$ cat src/rtl/spi_slave_pkg.sv
// Shared constants and types for the SPI slave front end.
// Holds byte width, synchronizer depth, the minimum sclk half period
// (in clk cycles) and the two-state frame enum.
package spi_pkg;

  localparam int SPI_BYTE_W          = 8;
  localparam int SPI_SYNC_STAGES     = 2;
  localparam int SPI_MIN_HALF_PERIOD = 4;
  localparam int SPI_CNT_W           = $clog2(SPI_BYTE_W);

  typedef enum logic {
    IDLE   = 1'b0,
    ACTIVE = 1'b1
  } spi_state_e;

endpackage

$ cat src/rtl/spi_slave_if.sv
// Bus bundle between the SPI pins / instruction decoder and spi_slave.
// Optional macro SPI_SLAVE_MISO_OE_EN adds miso_oe for an external tristate.
interface spi_slave_if;
  import spi_pkg::*;

  logic                  sclk;
  logic                  cs_n;
  logic                  mosi;
  logic                  miso;
  logic                  byte_sync;
  logic [SPI_BYTE_W-1:0] data_in;
  logic [SPI_BYTE_W-1:0] data_out;
`ifdef SPI_SLAVE_MISO_OE_EN
  logic                  miso_oe;

  modport slave (
    input  sclk, cs_n, mosi, data_out,
    output miso, byte_sync, data_in, miso_oe
  );

  modport master (
    output sclk, cs_n, mosi, data_out,
    input  miso, byte_sync, data_in, miso_oe
  );
`else
  modport slave (
    input  sclk, cs_n, mosi, data_out,
    output miso, byte_sync, data_in
  );

  modport master (
    output sclk, cs_n, mosi, data_out,
    input  miso, byte_sync, data_in
  );
`endif

endinterface

$ cat src/rtl/spi_slave_sync_edge.sv
// Multi-flop synchronizer for an asynchronous level plus one delay flop,
// producing single-cycle rise/fall pulses in the clk domain.
// RESET_VAL is the idle level of the line so reset release never fakes an edge.
module sync_edge #(
  parameter int   STAGES    = 2,
  parameter logic RESET_VAL = 1'b0
) (
  input  logic clk,
  input  logic rst,
  input  logic async_i,
  output logic rise_o,
  output logic fall_o
);

  logic [STAGES-1:0] sync_q;
  logic              dly_q;

  // Shift the raw line through the synchronizer, then keep one older sample for edge compare
  always_ff @(posedge clk or posedge rst) begin
    if (rst) begin
      sync_q <= {STAGES{RESET_VAL}};
      dly_q  <= RESET_VAL;
    end else begin
      sync_q <= {sync_q[STAGES-2:0], async_i};
      dly_q  <= sync_q[STAGES-1];
    end
  end

  assign rise_o =  sync_q[STAGES-1] & ~dly_q;
  assign fall_o = ~sync_q[STAGES-1] &  dly_q;

endmodule

$ cat src/rtl/spi_slave.sv
// SPI mode-0 slave: oversamples sclk/cs_n/mosi on clk, shifts bytes in MSB
// first, pulses byte_sync per complete byte and shifts data_out back on miso.
// Optional macro SPI_SLAVE_MISO_OE_EN drives miso_oe high while a frame is open.
module spi_slave
  import spi_pkg::*;
(
  input  logic       clk,
  input  logic       rst,
  spi_slave_if.slave spiBus
);

  localparam logic [SPI_CNT_W-1:0] LAST_BIT = SPI_CNT_W'(SPI_BYTE_W - 1);

  logic sclkRise;
  logic sclkFall;
  logic csRise;
  logic csFall;
  logic mosiSync;

  logic [SPI_SYNC_STAGES-1:0] mosiSync_q;

  spi_state_e            state_q;
  logic [SPI_CNT_W-1:0]  bitCnt_q;
  logic [SPI_BYTE_W-1:0] rxShift_q;
  logic [SPI_BYTE_W-1:0] txShift_q;
  logic [SPI_BYTE_W-1:0] dataIn_q;
  logic                  byteSync_q;
  logic                  byteDone_q;

  sync_edge #(
    .STAGES    (SPI_SYNC_STAGES),
    .RESET_VAL (1'b0)
  ) uSclkSync (
    .clk     (clk),
    .rst     (rst),
    .async_i (spiBus.sclk),
    .rise_o  (sclkRise),
    .fall_o  (sclkFall)
  );

  sync_edge #(
    .STAGES    (SPI_SYNC_STAGES),
    .RESET_VAL (1'b1)
  ) uCsSync (
    .clk     (clk),
    .rst     (rst),
    .async_i (spiBus.cs_n),
    .rise_o  (csRise),
    .fall_o  (csFall)
  );

  // mosi only needs a plain synchronizer of the same depth so it lines up with the sclk edge pulse
  always_ff @(posedge clk or posedge rst) begin
    if (rst) begin
      mosiSync_q <= '0;
    end else begin
      mosiSync_q <= {mosiSync_q[SPI_SYNC_STAGES-2:0], spiBus.mosi};
    end
  end

  assign mosiSync = mosiSync_q[SPI_SYNC_STAGES-1];

  // Frame FSM: opens on cs_n fall, samples on sclk rise, shifts/reloads miso on sclk fall
  always_ff @(posedge clk or posedge rst) begin
    if (rst) begin
      state_q    <= IDLE;
      bitCnt_q   <= '0;
      rxShift_q  <= '0;
      txShift_q  <= '0;
      dataIn_q   <= '0;
      byteSync_q <= 1'b0;
      byteDone_q <= 1'b0;
    end else begin
      byteSync_q <= 1'b0;
      case (state_q)
        IDLE: begin
          if (csFall) begin
            state_q    <= ACTIVE;
            txShift_q  <= spiBus.data_out;
            bitCnt_q   <= '0;
            rxShift_q  <= '0;
            byteDone_q <= 1'b0;
          end
        end
        ACTIVE: begin
          if (csRise) begin
            state_q    <= IDLE;
            bitCnt_q   <= '0;
            byteDone_q <= 1'b0;
          end else if (sclkRise) begin
            rxShift_q <= {rxShift_q[SPI_BYTE_W-2:0], mosiSync};
            bitCnt_q  <= bitCnt_q + 1'b1;
            if (bitCnt_q == LAST_BIT) begin
              dataIn_q   <= {rxShift_q[SPI_BYTE_W-2:0], mosiSync};
              byteSync_q <= 1'b1;
              byteDone_q <= 1'b1;
            end else begin
              byteDone_q <= 1'b0;
            end
          end else if (sclkFall) begin
            if (byteDone_q) begin
              txShift_q <= spiBus.data_out;
            end else begin
              txShift_q <= {txShift_q[SPI_BYTE_W-2:0], 1'b0};
            end
            byteDone_q <= 1'b0;
          end
        end
        default: begin
          state_q <= IDLE;
        end
      endcase
    end
  end

  assign spiBus.miso      = (state_q == ACTIVE) ? txShift_q[SPI_BYTE_W-1] : 1'b0;
  assign spiBus.byte_sync = byteSync_q;
  assign spiBus.data_in   = dataIn_q;
`ifdef SPI_SLAVE_MISO_OE_EN
  assign spiBus.miso_oe   = (state_q == ACTIVE);
`endif

endmodule

$ cat src/flat_wrapper.sv
// flat-port wrapper written by rule: the top's interface ports become plain ports
module spi_slave_flat import spi_pkg::*;
  (clk, rst, spiBus_sclk, spiBus_cs_n, spiBus_mosi, spiBus_data_out, spiBus_miso, spiBus_byte_sync, spiBus_data_in);
  spi_slave_if spiBus_i ();
  input  logic clk;
  input  logic rst;
  input wire logic [$bits(spiBus_i.sclk)-1:0] spiBus_sclk;
  input wire logic [$bits(spiBus_i.cs_n)-1:0] spiBus_cs_n;
  input wire logic [$bits(spiBus_i.mosi)-1:0] spiBus_mosi;
  input wire logic [$bits(spiBus_i.data_out)-1:0] spiBus_data_out;
  output wire logic [$bits(spiBus_i.miso)-1:0] spiBus_miso;
  output wire logic [$bits(spiBus_i.byte_sync)-1:0] spiBus_byte_sync;
  output wire logic [$bits(spiBus_i.data_in)-1:0] spiBus_data_in;
  assign spiBus_i.sclk = spiBus_sclk;
  assign spiBus_i.cs_n = spiBus_cs_n;
  assign spiBus_i.mosi = spiBus_mosi;
  assign spiBus_i.data_out = spiBus_data_out;
  assign spiBus_miso = spiBus_i.miso;
  assign spiBus_byte_sync = spiBus_i.byte_sync;
  assign spiBus_data_in = spiBus_i.data_in;
  spi_slave u_core (.clk(clk), .rst(rst), .spiBus(spiBus_i));
endmodule
$ cat config.mk
export PLATFORM = sky130hd
export DESIGN_NAME = spi_slave_flat
export DESIGN_NICKNAME = d
export VERILOG_FILES = /design/src/rtl/spi_slave_pkg.sv /design/src/rtl/spi_slave_if.sv /design/src/rtl/spi_slave_sync_edge.sv /design/src/rtl/spi_slave.sv /design/src/flat_wrapper.sv
export SDC_FILE = /design/constraint.sdc
export NUM_CORES = 1
export LEC_CHECK = 0
export ABC_AREA = 1
export CORE_ASPECT_RATIO = 0.5
export CORE_UTILIZATION = 55
export DETAILED_ROUTE_END_ITERATION = 12
export PLACE_DENSITY = 0.78
export SLEW_MARGIN = 20
export SYNTH_ARGS = -nofsm -noshare
export SYNTH_HDL_FRONTEND = slang
export SYNTH_SLANG_ARGS = --single-unit
$ cat constraint.sdc
create_clock -name clk -period 2 [get_ports clk]
set_input_delay 0.2 -clock clk [delete_from_list [all_inputs] [get_ports clk]]
set_output_delay 0.2 -clock clk [all_outputs]
set_load 0.02 [all_outputs]
# [Word-level counts from Yosys, hierarchy flattened]
# Cells that the tools add are included.
# Widths: inputs -> output; s select.
[op_classes] n_addsub=1 eq_ne=8 mux=27 n_bitwise=10 n_reduce_logical=5
[ops] operator="$mux 8" n=5
[ops] operator="$mux 7" n=3
[ops] operator="$pmux 8 s2" n=1
[ops] operator="$pmux 7 s2" n=1
[ops] operator="$mux 1" n=11
[ops] operator="$mux 3" n=3
[ops] operator="$reduce_and 4->1" n=2
[ops] operator="$ne 2x1->1 const B" n=3
[ops] operator="$not 1->1" n=6
[ops] operator="$pmux 3 s2" n=1
[ops] operator="$and 1x1->1" n=4
[ops] operator="$ne 2x2->1 const B" n=2
[ops] operator="$ne 4x1->1 const B" n=1
[ops] operator="$pmux 1 s2" n=2
[ops] operator="$reduce_and 2->1" n=2
[ops] operator="$add 3x1->3 const B" n=1
[ops] operator="$eq 3x3->1 const B" n=1
[ops] operator="$ne 3x1->1 const B" n=1
[ops] operator="$reduce_and 3->1" n=1
[word_totals] ff_bits=37 out_inout_bits=10

# [Depth between registers and ports, before layout]
# Gate-level depths: netlist of the first run.
[logic_depth] word_depth=6 depth_mapped=8 mapped_depth_nobuf=8

# [Hierarchy]
# From an unflattened synthesis of the first run, not the netlist that was laid out.
[hier_totals] cells_unflattened=187 hier_area_um2=1602.8
[modules_own_cells] mod="spi_slave" n_inst=1 cells_each=171 area_each_um2=1411.4 seq_area_each_um2=775.7
[modules_own_cells] mod="sync_edge (u_core.uCsSync)" n_inst=1 cells_each=8 area_each_um2=97.6 seq_area_each_um2=78.8
[modules_own_cells] mod="sync_edge (u_core.uSclkSync)" n_inst=1 cells_each=8 area_each_um2=93.8 seq_area_each_um2=75.1

# [Worst setup path after synthesis of the first run]
# No wires, ideal clock.
[synth_timing] path_type="reg-to-reg" start="register u_core.bitCnt_q[0]" end="register u_core.dataIn_q[3] (netlist: u_core.spiBus.data_in[3])" setup_ps=65 arrival_ps=1264 slack_ps=671 stages_incl_launch_ff=8 cell_sequence="dfrtp_1 -> ha_1 -> ha_1 -> nand2_1 -> clkinv_1 -> nand2_2 -> nand2_1 -> nand2_1"
[synth_via] elab_chain_len=2
[synth_lines] item="start, declared" line_no="spi_slave.sv:23" source="logic [SPI_CNT_W-1:0] bitCnt_q;"
[synth_lines] item="start signal, assigned" line_no="spi_slave.sv:92" source="bitCnt_q <= bitCnt_q + 1'b1;"
[synth_lines] item="$eq 3x3->1" line_no="spi_slave.sv:93" source="if (bitCnt_q == LAST_BIT) begin"
[synth_lines] item="$reduce_and 4->1 (no source line)"
[synth_lines] item="end signal, assigned" line_no="spi_slave.sv:94" source="dataIn_q <= {rxShift_q[SPI_BYTE_W-2:0], mosiSync};"
[synth_lines] item="end, declared" line_no="spi_slave.sv:26" source="logic [SPI_BYTE_W-1:0] dataIn_q;"
# Every way passes these cells.
# A chain may end at the register's enable or synchronous reset.

# [Worst setup path in the final report of the first run]
[layout_timing] start="register u_core.state_q" end="output spiBus_miso"
[layout_via] elab_chain_len=1
[layout_lines] item="start, declared" line_no="spi_slave.sv:22" source="spi_state_e state_q;"
[layout_lines] item="start signal, assigned" line_no="spi_slave.sv:66" source="state_q <= IDLE;"
[layout_lines] item="start signal, assigned" line_no="spi_slave.sv:78" source="state_q <= ACTIVE;"
[layout_lines] item="start signal, assigned" line_no="spi_slave.sv:87" source="state_q <= IDLE;"
[layout_lines] item="$mux 1" line_no="spi_slave.sv:116" source="assign spiBus.miso = (state_q == ACTIVE) ? txShift_q[SPI_BYTE_W-1] : 1'b0;"
[layout_lines] item="end, declared" line_no="flat_wrapper.sv:11" source="output wire logic [$bits(spiBus_i.miso)-1:0] spiBus_miso;"
# Every way passes these cells.

==> results of run 1 <==
[cells in the mapped netlist]
library cell | count | area (um2)
nand3_2 | 1 | 10.0
nand2_1 | 70 | 263
nand3b_1 | 1 | 7.51
buf_2 | 1 | 5.00
inv_2 | 1 | 3.75
buf_6 | 2 | 22.5
a21boi_0 | 1 | 7.51
nand4_1 | 4 | 25.0
ha_1 | 5 | 62.6
buf_4 | 1 | 7.51
dfstp_2 | 3 | 78.8
inv_1 | 12 | 45.0
nand2_2 | 5 | 31.3
dfrtp_1 | 34 | 851
nand3_1 | 40 | 200
clkinv_1 | 2 | 7.51
[sequential cells by signal (all words and copies together), names as in the netlist, 2 cells and up]
name and flops:
u_core.uCsSync.sync_q 2, u_core.txShift_q 8, u_core.bitCnt_q 3, u_core.uSclkSync.sync_q 2, u_core.rxShift_q 7, u_core.spiBus.data_in 8
u_core.mosiSync_q 2
[per-layer routing]
layer / up-vias / GRT usage, %
li1: 641 / -
met1: 615 / 24.0
met2: 47 / 39.3
met3: 7 / 9.77
met4: 0 / 8.18
met5: - / 0
[worst paths after layout]
kind	start	to	slack [ns]	cells past startpoint
max	u_core.state_q$_DFF_PP0_	spiBus_miso	0.23	3
min reg2reg	u_core.uSclkSync.sync_q[0]$_DFF_PP0_	u_core.uSclkSync.sync_q[1]$_DFF_PP0_	0.35	0
min in group clk	spiBus_cs_n	u_core.uCsSync.sync_q[0]$_DFF_PP1_	0.32	1
max reg2reg	u_core.bitCnt_q[0]$_DFFE_PP0P_	u_core.spiBus.data_in[2]$_DFFE_PP0P_	0.45	7
max in group asynchronous	rst	u_core.uCsSync.sync_q[0]$_DFF_PP1_	1.34	3
min	rst	u_core.bitCnt_q[2]$_DFFE_PP0P_	0.32	3
[metrics by stage]
stage | power, uW | util (%) | hold WS (ns) | cell area (um2)
2_1_floorplan | 1060 | - | 0.204 | 1630
6_report | 1650 | 72.6 | 0.319 | 1960
4_1_cts | 1660 | 72.6 | 0.317 | 1960
5_1_grt | 1730 | 72.6 | 0.322 | 1960
3_5_place_dp | 1140 | 69.4 | 0.339 | 1870
3_3_place_gp | 1130 | 69.4 | 0.333 | 1870
[power by group through the flow]
stage	Clock, uW	Combinational, uW	Sequential [uW]
finish	516	256	880
global placement	0	240	887
global route	557	288	887
floorplan	0	191	873
CTS	524	257	877
detailed placement	0	251	889
[critical path, stage by stage, from the launching register on]
cell and delay [ns]:
dfrtp_1 0.54, nand2_1 0.09, inv_1 0.06, clkdlybuf4s50_1 0.59
[final cells by class]
type	instances	area [um2]	area share [%]
tap	37	46.3	2.36
multi-input combinational	127	607	31.0
timing repair buffer	24	235	12.0
clock buffer	7	86.3	4.40
sequential	37	930	47.4
inverter	15	56.3	2.87
[kinds of logic (layout without fill, tap and decap cells)]
group / after synthesis / count (layout) / synth area share (%)
compound gates: 1 / 1 / 0.461
fa+ha+maj: 5 / 5 / 3.84
buf+inv: 19 / 46 / 5.61
flops: 37 / 37 / 57.1
simple gates: 121 / 121 / 33.0
==> key figures, run 1 <==
Run status
  • Status: completed

Power and ir drop
  • Switching Fraction: between 20% and 30%
  • Cell Pwr Density: around 840 nW/um2
  • Lkg Pwr: ~0.0011 uW
  • VDD IR-drop max: 0.424 mV
  • Clock power frac: 31.2%
  • Internal Power: 1200 uW
  • Comb power frac: 15.5%
  • Sequential share of power: 53.3%
  • P_sw: 452 uW

Yosys
  • Yosys Warn Count: 0
  • Syn Nets: 201
  • Yosys cell types: 16
  • Mean Syn Cell Area: 8.90 um2
  • Sequential-to-total area share from yosys stat: 57.1%
  • Post-Syn Area: 1630 um2
  • Cells after Synth: ~180
  • FF+latch count, synth: 37

Job
  • Max Cap Viol: 0

GRT
  • Vias in the first global route: 1118
  • Grt ovf: 0
  • First-pass GRT wire length: 4.80 mm
  • Largest net degree at the start of global routing: 38
  • Number of antenna violations at the first check in global routing: 0
  • GRT Total Usage: a little over a fifth

STA
  • Clock skew: 0.00308 ns
  • Setup WS post-layout: 0.234 ns
  • Fin crit period: roughly 1.8 ns
  • Hold violation total from the final report: 0
  • RSZ-0062 raised after global routing: false
  • Max-slew headroom: ~70%
  • Worst slew pin tran: 0.455 ns
  • Final TNS setup: 0 ns
  • Max Fclk: 566 MHz
  • Setup Viol. Count Final: 0
  • Final Max Tran Viols: 0
  • Final Cycle Share: 88.3%

Cells and area
  • Diode count: 0
  • Area Overhead vs Synth: 20.4%
  • Fill count: 229
  • Commonest non-fill, non-tap cell in the layout: nand2_1
  • Nets: roughly 230
  • Most frequent cells in the layout: nand2_1 (70), nand3_1 (40), dfrtp_1 (34)
  • Fin cells: around 250
  • Share of cells above drive strength 1: 8.57%

Routing
  • Routed len/inst: 12.4 um
  • Antenna Nets Post-Route: 0
  • Vias/cell: 5.30
  • Highest metal used: met4
  • Met2 WL post-DR: 1.44 mm
  • Initial drt markers: 41
  • Drt pass-1 iters: 4
  • Wl on met1: 1.41 mm
  • Routed met3 length: 170 um
  • Via Count: 1310
  • Total wire length: 3.06 mm
  • DRC viols: 0

Clocking
  • Clk slew on worst S/H paths: 0.07 ns
  • Clk_lat worst skew: 0.28 ns
  • Setup Buffers After CTS: 0
  • Clock sinks: 37
  • Num CTS Buffers: 5
  • Hold Buf Count CTS: 0
  • CTS max path bufs: 2
  • CTS resizes: 0
  • Clk root buf: clkbuf_8
  • CTS H-tree lvls: 2
  • CTS tree: yes

Placed design
  • Placed cells: 240
  • Placement Setup Slack: 0.469 ns
  • Placer Congestion: 0.762
  • PortBufs: 22
  • Final HPWL DP: ~2.0 mm

Setup path
  • Worst setup EP type: output pin
  • Critical path class: register to output pin
  • Worst Path Required: roughly 1.8 ns
  • Crit-path max FO: 11
  • Nature of the critical path startpoint: register
  • Critical path arrival: between 1.5 and 2 ns

Die
  • Io pins: 23
  • Die X: 78.9 um
  • Die Ht: 40.5 um
  • Die Footprint: ~3200 um2
  • Core area: 2700 um2
  • Starting Density: 60.3%
  • Row cnt: 13

Min path
  • Hold Crit Class: input port to asynchronous set/reset pin
No activity file was read; power rests on OpenSTA's default activity.
==> run 2, diff against run 1 <==
--- a/config.mk
+++ b/config.mk
@@ -10,7 +10,6 @@
 export CORE_UTILIZATION = 55
 export DETAILED_ROUTE_END_ITERATION = 12
 export PLACE_DENSITY = 0.78
-export SLEW_MARGIN = 20
 export SYNTH_ARGS = -nofsm -noshare
 export SYNTH_HDL_FRONTEND = slang
 export SYNTH_SLANG_ARGS = --single-unit
==> results of run 2 <==
Final layout, timing and power as in run 1 (identical DEF).
